--- src/rtl/display_pkg.sv ---
// Shared 640x480 raster timing, colour constants and sync/blank strobe type
// used by the scan generator and the paddle, ball and field renderers.
package display_pkg;

  localparam int H_VISIBLE = 640;
  localparam int H_FP      = 16;
  localparam int H_SYNC    = 96;
  localparam int H_BP      = 48;
  localparam int H_TOTAL   = 800;

  localparam int V_VISIBLE = 480;
  localparam int V_FP      = 10;
  localparam int V_SYNC    = 2;
  localparam int V_BP      = 33;
  localparam int V_TOTAL   = 525;

  localparam logic [23:0] COLOR_BLACK  = 24'h000000;
  localparam logic [23:0] COLOR_WHITE  = 24'hFFFFFF;
  localparam logic [23:0] COLOR_FIELD  = 24'h0A6E2A;
  localparam logic [23:0] COLOR_BALL   = 24'hFFD700;
  localparam logic [23:0] COLOR_PADDLE = 24'hE0E0E0;

  // Counters are sized for totals up to 1024; the divider for CLK_DIV up to 16.
  localparam int CNT_W = 10;
  localparam int DIV_W = 4;
  localparam int POS_W = 16;

  typedef struct packed {
    logic hsync;
    logic vsync;
    logic blank;
  } strobe_t;

  // Strobe values at scan position (0,0).
  localparam strobe_t STROBE_IDLE = '{hsync: 1'b1, vsync: 1'b1, blank: 1'b0};

  function automatic logic in_span(input logic [CNT_W-1:0] val, input int lo, input int len);
    return (val >= CNT_W'(lo)) && (val < CNT_W'(lo + len));
  endfunction

endpackage

--- src/rtl/pos_dbuf.sv ---
// One paddle coordinate: a shadow register written by game logic and an
// active copy that the renderers see, refreshed once per frame.
module pos_dbuf
  import display_pkg::*;
(
  input  logic             clk,
  input  logic             rst_n,
  input  logic             wr_en,
  input  logic [POS_W-1:0] wdata,
  input  logic             copy_en,
  output logic [POS_W-1:0] active
);

  logic [POS_W-1:0] shadow_q, shadow_d;
  logic [POS_W-1:0] active_q, active_d;

  always_comb begin
    // NOTE: every variable gets a default first, so no path leaves it unassigned (no latch).
    shadow_d = shadow_q;
    active_d = active_q;
    if (wr_en)   shadow_d = wdata;
    if (copy_en) active_d = shadow_q;
  end

  always_ff @(posedge clk or negedge rst_n) begin
    if (!rst_n) begin
      shadow_q <= '0;
      active_q <= '0;
    end else begin
      // NOTE: non-blocking updates mean a write on the copy clock is seen only at the next copy.
      shadow_q <= shadow_d;
      active_q <= active_d;
    end
  end

  assign active = active_q;

endmodule

--- src/rtl/scan_timing_gen.sv ---
// Raster scan generator: pixel divider, h/v counters, delayed sync/blank
// strobes, frame pulse and the frame-stable paddle position buffers.
module scan_timing_gen
  import display_pkg::*;
#(
  parameter int CLK_DIV  = 4,
  parameter int PIPE_DLY = 1,
  parameter int H_VIS    = H_VISIBLE,
  parameter int H_FRONT  = H_FP,
  parameter int H_SYNC_W = H_SYNC,
  parameter int H_BACK   = H_BP,
  parameter int V_VIS    = V_VISIBLE,
  parameter int V_FRONT  = V_FP,
  parameter int V_SYNC_W = V_SYNC,
  parameter int V_BACK   = V_BP
) (
  input  logic             clk,
  input  logic             rst_n,
  input  logic             p1_x_wr,
  input  logic             p1_y_wr,
  input  logic             p2_x_wr,
  input  logic             p2_y_wr,
  input  logic [POS_W-1:0] pos_wdata,
  output logic             pix_tick,
  output logic [POS_W-1:0] pixel_x,
  output logic [POS_W-1:0] pixel_y,
  output logic             hsync,
  output logic             vsync,
  output logic             blank,
  output logic             frame_start,
  output logic [POS_W-1:0] p1_x_loc,
  output logic [POS_W-1:0] p1_y_loc,
  output logic [POS_W-1:0] p2_x_loc,
  output logic [POS_W-1:0] p2_y_loc
);

  localparam int H_TOT = H_VIS + H_FRONT + H_SYNC_W + H_BACK;
  localparam int V_TOT = V_VIS + V_FRONT + V_SYNC_W + V_BACK;
  localparam int SB    = $bits(strobe_t);

  localparam logic [DIV_W-1:0] DIV_LAST = DIV_W'(CLK_DIV - 1);
  localparam logic [CNT_W-1:0] H_LAST   = CNT_W'(H_TOT - 1);
  localparam logic [CNT_W-1:0] V_LAST   = CNT_W'(V_TOT - 1);
  localparam logic [CNT_W-1:0] V_COPY   = CNT_W'(V_VIS);

  logic [DIV_W-1:0] div_q, div_d;
  logic             tick_q, tick_d;
  logic [CNT_W-1:0] h_q, h_d;
  logic [CNT_W-1:0] v_q, v_d;
  logic             frame_q, frame_d;
  logic             copy_en;
  strobe_t          raw;
  strobe_t          strobe;

  always_comb begin
    div_d = (div_q == DIV_LAST) ? '0 : div_q + 1'b1;
    // Registered compare so the tick stays low in reset even when CLK_DIV=1.
    tick_d = (div_d == DIV_LAST);

    h_d = h_q;
    v_d = v_q;
    if (tick_q) begin
      if (h_q == H_LAST) begin
        h_d = '0;
        v_d = (v_q == V_LAST) ? '0 : v_q + 1'b1;
      end else begin
        h_d = h_q + 1'b1;
      end
    end

    frame_d = tick_q && (h_q == H_LAST) && (v_q == V_LAST);
    copy_en = tick_q && (h_q == '0) && (v_q == V_COPY);

    raw.hsync = ~in_span(h_q, H_VIS + H_FRONT, H_SYNC_W);
    raw.vsync = ~in_span(v_q, V_VIS + V_FRONT, V_SYNC_W);
    raw.blank = (h_q >= CNT_W'(H_VIS)) || (v_q >= CNT_W'(V_VIS));
  end

  always_ff @(posedge clk or negedge rst_n) begin
    if (!rst_n) begin
      div_q   <= '0;
      tick_q  <= 1'b0;
      h_q     <= '0;
      v_q     <= '0;
      frame_q <= 1'b0;
    end else begin
      div_q   <= div_d;
      tick_q  <= tick_d;
      h_q     <= h_d;
      v_q     <= v_d;
      frame_q <= frame_d;
    end
  end

  generate
    if (PIPE_DLY == 0) begin : g_direct
      assign strobe = raw;
    end else begin : g_delay
      // Newest stage in the low bits; the output is the oldest stage.
      logic [PIPE_DLY*SB-1:0] line_q, line_d;

      always_comb begin
        line_d = line_q;
        if (tick_q) line_d = (line_q << SB) | (PIPE_DLY*SB)'(raw);
      end

      always_ff @(posedge clk or negedge rst_n) begin
        if (!rst_n) line_q <= {PIPE_DLY{STROBE_IDLE}};
        else        line_q <= line_d;
      end

      assign strobe = line_q[PIPE_DLY*SB-1 -: SB];
    end
  endgenerate

  pos_dbuf u_p1_x (.clk(clk), .rst_n(rst_n), .wr_en(p1_x_wr), .wdata(pos_wdata),
                   .copy_en(copy_en), .active(p1_x_loc));
  pos_dbuf u_p1_y (.clk(clk), .rst_n(rst_n), .wr_en(p1_y_wr), .wdata(pos_wdata),
                   .copy_en(copy_en), .active(p1_y_loc));
  pos_dbuf u_p2_x (.clk(clk), .rst_n(rst_n), .wr_en(p2_x_wr), .wdata(pos_wdata),
                   .copy_en(copy_en), .active(p2_x_loc));
  pos_dbuf u_p2_y (.clk(clk), .rst_n(rst_n), .wr_en(p2_y_wr), .wdata(pos_wdata),
                   .copy_en(copy_en), .active(p2_y_loc));

  assign pix_tick    = tick_q;
  assign pixel_x     = POS_W'(h_q);
  assign pixel_y     = POS_W'(v_q);
  assign hsync       = strobe.hsync;
  assign vsync       = strobe.vsync;
  assign blank       = strobe.blank;
  assign frame_start = frame_q;

endmodule

--- config.mk ---
export PLATFORM = sky130hd
export DESIGN_NAME = scan_timing_gen
export DESIGN_NICKNAME = d
export VERILOG_FILES = /design/src/rtl/display_pkg.sv /design/src/rtl/pos_dbuf.sv /design/src/rtl/scan_timing_gen.sv
export SDC_FILE = /design/constraint.sdc
export NUM_CORES = 1
export LEC_CHECK = 0
export BUFFER_PORTS_ARGS = -buffer_cell sky130_fd_sc_hd__buf_2
export CORE_ASPECT_RATIO = 0.9
export CORE_UTILIZATION = 38
export DETAILED_ROUTE_END_ITERATION = 7
export PLACE_DENSITY = 0.71
export SLEW_MARGIN = 20
export SYNTH_ARGS = -nofsm -noshare
export SYNTH_HDL_FRONTEND = slang
export SYNTH_SLANG_ARGS = --single-unit
export TNS_END_PERCENT = 20
--- constraint.sdc ---
create_clock -name clk -period 2.1 [get_ports clk]
set_input_delay 0.63 -clock clk [delete_from_list [all_inputs] [get_ports clk]]
set_output_delay 0.63 -clock clk [all_outputs]
set_load 0.005 [all_outputs]
==> results by group <==
Worst setup path
  • Required time of the worst setup path: approximately 2.4 ns
  • Reg2Reg Setup Slack: 0.09 ns
  • Cell-by-cell trace of the critical path: nand4_2 > or4_4 > nor2_8 > buf_12 > buf_8 > buf_4 > mux2_4
  • Number of cells on the worst reg-to-reg path: 7
  • Critical Path Start Type: flip-flop
  • Endpoint of the lowest-slack register-to-register path: u_p2_y.active[4]
  • Highest-delay cell along the critical path: sky130_fd_sc_hd__or4_4
  • Type of destination of the critical path: flip-flop
  • Launching point of the worst reg2reg path: v_q[8]
  • Stage delay of the slowest cell on the critical path: between 0.5 and 0.6 ns
  • CP arrival: 2.32 ns
  • Largest fanout on the critical path: 8
  • CP Class: reg2reg

Detailed routing
  • Average wire per standard cell: between 15 and 20 µm
  • Detailed Route Iter0 Violations: 133
  • Overall via count from detail_route: about 4000
  • Number of nets still failing antenna checks after routing: 0
  • Routed WL: 13.76 mm
  • DRC: 0
  • Detailed-router iteration count before antenna repair: 4
  • Via density: around 4.8

Power
  • Clock share of power: ~47%
  • Worst IR Drop VDD: 552.5 µV
  • Overall Power: ~6.6 mW
  • Switch share: between 20% and 30%
  • Sequential share of power: between 40% and 50%
  • Part of the total power dissipated in combinational logic: around 4.3%
  • Psw: roughly 1.5 mW
  • Leak: around 4.1 nW
  • Total power density per cell area: 799.9 mW/mm²
  • Internal cell power: approximately 5.1 mW

Floorplan
  • Effective utilization at floorplan: about 39%
  • Core ar.: between 0.015 and 0.02 mm²
  • Overall die area: between 0.015 and 0.02 mm²
  • I/O pin count: about 120
  • Placement row count: 45
  • Die width: approximately 140 µm
  • Die Span Y: approximately 130 µm

Timing
  • Worst setup slack after layout: just under 0.09 ns
  • Final critical delay including setup and external delays: ~2 ns
  • Total count of hold-check failures in the final report: 0
  • Clock skew: 0.01231 ns
  • Final Cycle Share: about 96%
  • Final-layout setup total negative slack: 0 ns
  • Setup repair after global routing missed its margin: yes
  • Count of pins over their slew limit: 0
  • Maximum clock rate: between 400 and 500 MHz
  • Worst Hold Margin: between 0.1 and 0.15 ns
  • Tightest slew margin relative to the limit: a little under two thirds
  • Worst Max-Slew Pin Slew: between 0.5 and 0.6 ns
  • Final setup violation count: 0

Place
  • Post-Place Cell Area: approximately 0.0075 mm²
  • Detail Placement HPWL: about 9.5 mm
  • Dpl ws: between 0.01 and 0.015 ns
  • I/O Buffers: 110
  • Final GP Congestion: roughly 0.9

CTS
  • TritonCTS clock tree: yes
  • Root buf cell: sky130_fd_sc_hd__clkbuf_16
  • Clock sink count: ~160
  • Latest clock arrival within the worst-skew pair: 0.43 ns
  • Number of buffers added by the clock tree synthesis step: 17
  • CTS Buffer Depth: 2
  • CTS clk-pin slew, worst paths: around 0.07 ns
  • Quantity of hold-fixing buffers added after cts: 0
  • Number of H-tree branching levels: 4

Synthesis
  • Top_reg_cell synth: sky130_fd_sc_hd__dfrtp_1
  • Post-Synthesis Cells: 430
  • Count of distinct cell types in the synthesized netlist: 38
  • Portion of the post-synthesis area used by sequential elements: about three fifths
  • Async SR Flop Fraction: 100.0%
  • Mapped Avg Cell Area: between 15 and 20 µm²
  • Post-synth EDFFs: 0
  • Area of the mapped netlist: about 0.0066 mm²
  • Warnings, synthesis: 0
  • Number of register bits inferred by synthesis: 157

Layout
  • Fill cells: approximately 1500
  • Final design instance area without fill: just over 0.008 mm²
  • Fraction of final layout cells with drive strength greater than 1: between 50 and 60%
  • P&R area growth vs syn: 25.84%
  • Net count reported at finish: 610

Global routing
  • Wire length of the first global-routing pass: roughly 22 mm
  • Vias in the first global route: 4102
  • All-Layer GR Usage: ~16%
  • Global-route congestion overflow total: 0
  • Pin count of the biggest net entering global routing: a little under 60
  • Number of antenna violations at the first check in global routing: 0

Min path
  • Tightest Hold Check Type: in2async

Status
  • Status: finished clean

Job
  • Max-capacitance violation count: 0
[critical path, delay by kind of cell (launching register included)]
family,cells,cell delay [ns]
AND/OR/NAND/NOR,3,0.86
buffers and inverters,3,0.40
multiplexers,1,0.28
flip-flops,1,0.36
[through the flow]
stage	std cells	utilization [%]
after detailed placement	786	44.46
after floorplan	441	-
after CTS	818	48.05
after global routing	829	48.99
final	830	49.01
after global placement	786	44.46
[cells in the mapped netlist (3+ instances only)]
cell type / n / area (µm²)
sky130_fd_sc_hd__mux2_4: 60 / 900.9
sky130_fd_sc_hd__nand2_1: 7 / 26.28
sky130_fd_sc_hd__buf_12: 6 / 120.1
sky130_fd_sc_hd__xnor2_1: 9 / 78.83
sky130_fd_sc_hd__buf_4: 12 / 90.09
sky130_fd_sc_hd__nor4_1: 3 / 18.77
sky130_fd_sc_hd__mux2_2: 68 / 765.7
sky130_fd_sc_hd__ha_1: 7 / 87.58
sky130_fd_sc_hd__o21ai_0: 8 / 40.04
sky130_fd_sc_hd__a21oi_1: 3 / 15.01
sky130_fd_sc_hd__and4_1: 3 / 26.28
sky130_fd_sc_hd__xor2_1: 5 / 43.79
sky130_fd_sc_hd__nor3_1: 7 / 35.03
sky130_fd_sc_hd__nand3_1: 12 / 60.06
sky130_fd_sc_hd__clkbuf_1: 9 / 33.78
sky130_fd_sc_hd__nor2_1: 14 / 52.55
sky130_fd_sc_hd__dfrtp_1: 155 / 3879
sky130_fd_sc_hd__nand2b_1: 3 / 18.77
sky130_fd_sc_hd__inv_1: 9 / 33.78
sky130_fd_sc_hd__nand4_1: 7 / 43.79
[per-layer routing]
layer	track usage, %	vias to the layer above	wire length, µm
met4	6.841	0	291
met1	21.18	2007	6341
met2	25.40	121	6354
met3	4.985	18	773
met5	0	-	0
li1	-	1802	-
[placed cells by master (no fill, tap or decap), types with 4 or more instances in the layout]
cell and n:
sky130_fd_sc_hd__dfrtp_1 155, sky130_fd_sc_hd__buf_2 109, sky130_fd_sc_hd__mux2_2 68, sky130_fd_sc_hd__mux2_4 60, sky130_fd_sc_hd__buf_4 31, sky130_fd_sc_hd__clkbuf_16 18, sky130_fd_sc_hd__nor2_1 14, sky130_fd_sc_hd__nand3_1 12
sky130_fd_sc_hd__conb_1 12, sky130_fd_sc_hd__xnor2_1 9, sky130_fd_sc_hd__o21ai_0 8, sky130_fd_sc_hd__inv_1 7, sky130_fd_sc_hd__nand2_1 7, sky130_fd_sc_hd__nor3_1 7, sky130_fd_sc_hd__nand4_1 7, sky130_fd_sc_hd__ha_1 6
sky130_fd_sc_hd__xor2_1 5, sky130_fd_sc_hd__inv_8 4, sky130_fd_sc_hd__inv_6 4, sky130_fd_sc_hd__buf_12 4
[cell type report]
type | instances | area (µm²) | share of cell area, %
tap | 235 | 294.0 | 3.540
multi-input combinational | 245 | 2447 | 29.47
timing repair buffer | 151 | 987.2 | 11.89
inverter | 9 | 33.78 | 0.4067
clock buffer | 18 | 439.2 | 5.288
clock inverter | 14 | 170.2 | 2.049
sequential | 157 | 3931 | 47.33
antenna | 1 | 2.502 | 0.03013
[state kept, by name (all words and copies together) (netlist names)]
name             flops
u_p1_y.shadow_q     16
div_q                4
u_p2_y.shadow_q     16
u_p2_x.shadow_q     16
h_q                 10
pix_tick             1
u_p1_y.active       16
u_p2_y.active       16
v_q                 10
frame_start          1
u_p1_x.active       16
u_p2_x.active       16
g_delay.line_q       3
u_p1_x.shadow_q     16
[power by group through the flow]
stage / Clock (mW) / Combinational (mW) / Sequential (mW)
global placement: 0 / 0.278 / 3.26
CTS: 3.24 / 0.293 / 3.22
global route: 3.35 / 0.318 / 3.23
floorplan: 0 / 0.173 / 3.25
finish: 3.14 / 0.285 / 3.21
detailed placement: 0 / 0.291 / 3.27
[logic make-up (layout without fill, tap and decap cells)]
kind of cell	count (synthesis)	after routing	share of synthesized area, %
flip-flops	157	157	59.56
multiplexers	128	128	25.25
XOR/XNOR	14	14	1.858
other	1	13	0.05682
AND/OR/NAND/NOR	70	70	6.351
adder cells (fa/ha/maj)	7	7	1.327
buffers and inverters	39	192	4.417
AO/OA/AOI/OAI	14	14	1.175
[worst max path at each step]
stage                       from                to  slack, ns  cells past startpoint
after floorplan           v_q[5]  u_p1_x.active[0]        0.1                      5
after global placement    v_q[0]  u_p2_x.active[6]       0.07                      8
after detailed placement  v_q[0]  u_p1_y.active[5]       0.01                      8
after CTS                 v_q[0]  u_p1_y.active[5]      0.001                      8
after global routing      v_q[1]  u_p1_y.active[4]      -0.02                      9
final                     v_q[8]  u_p2_y.active[4]       0.09                      7
[repair_timing]
action,CTS,global route
cloned,0,1
gates resized for setup,0,14
setup endpoints to repair,22,47
setup buffers,0,10
pin swaps,1,3
Power figures use the tool's default switching activity.
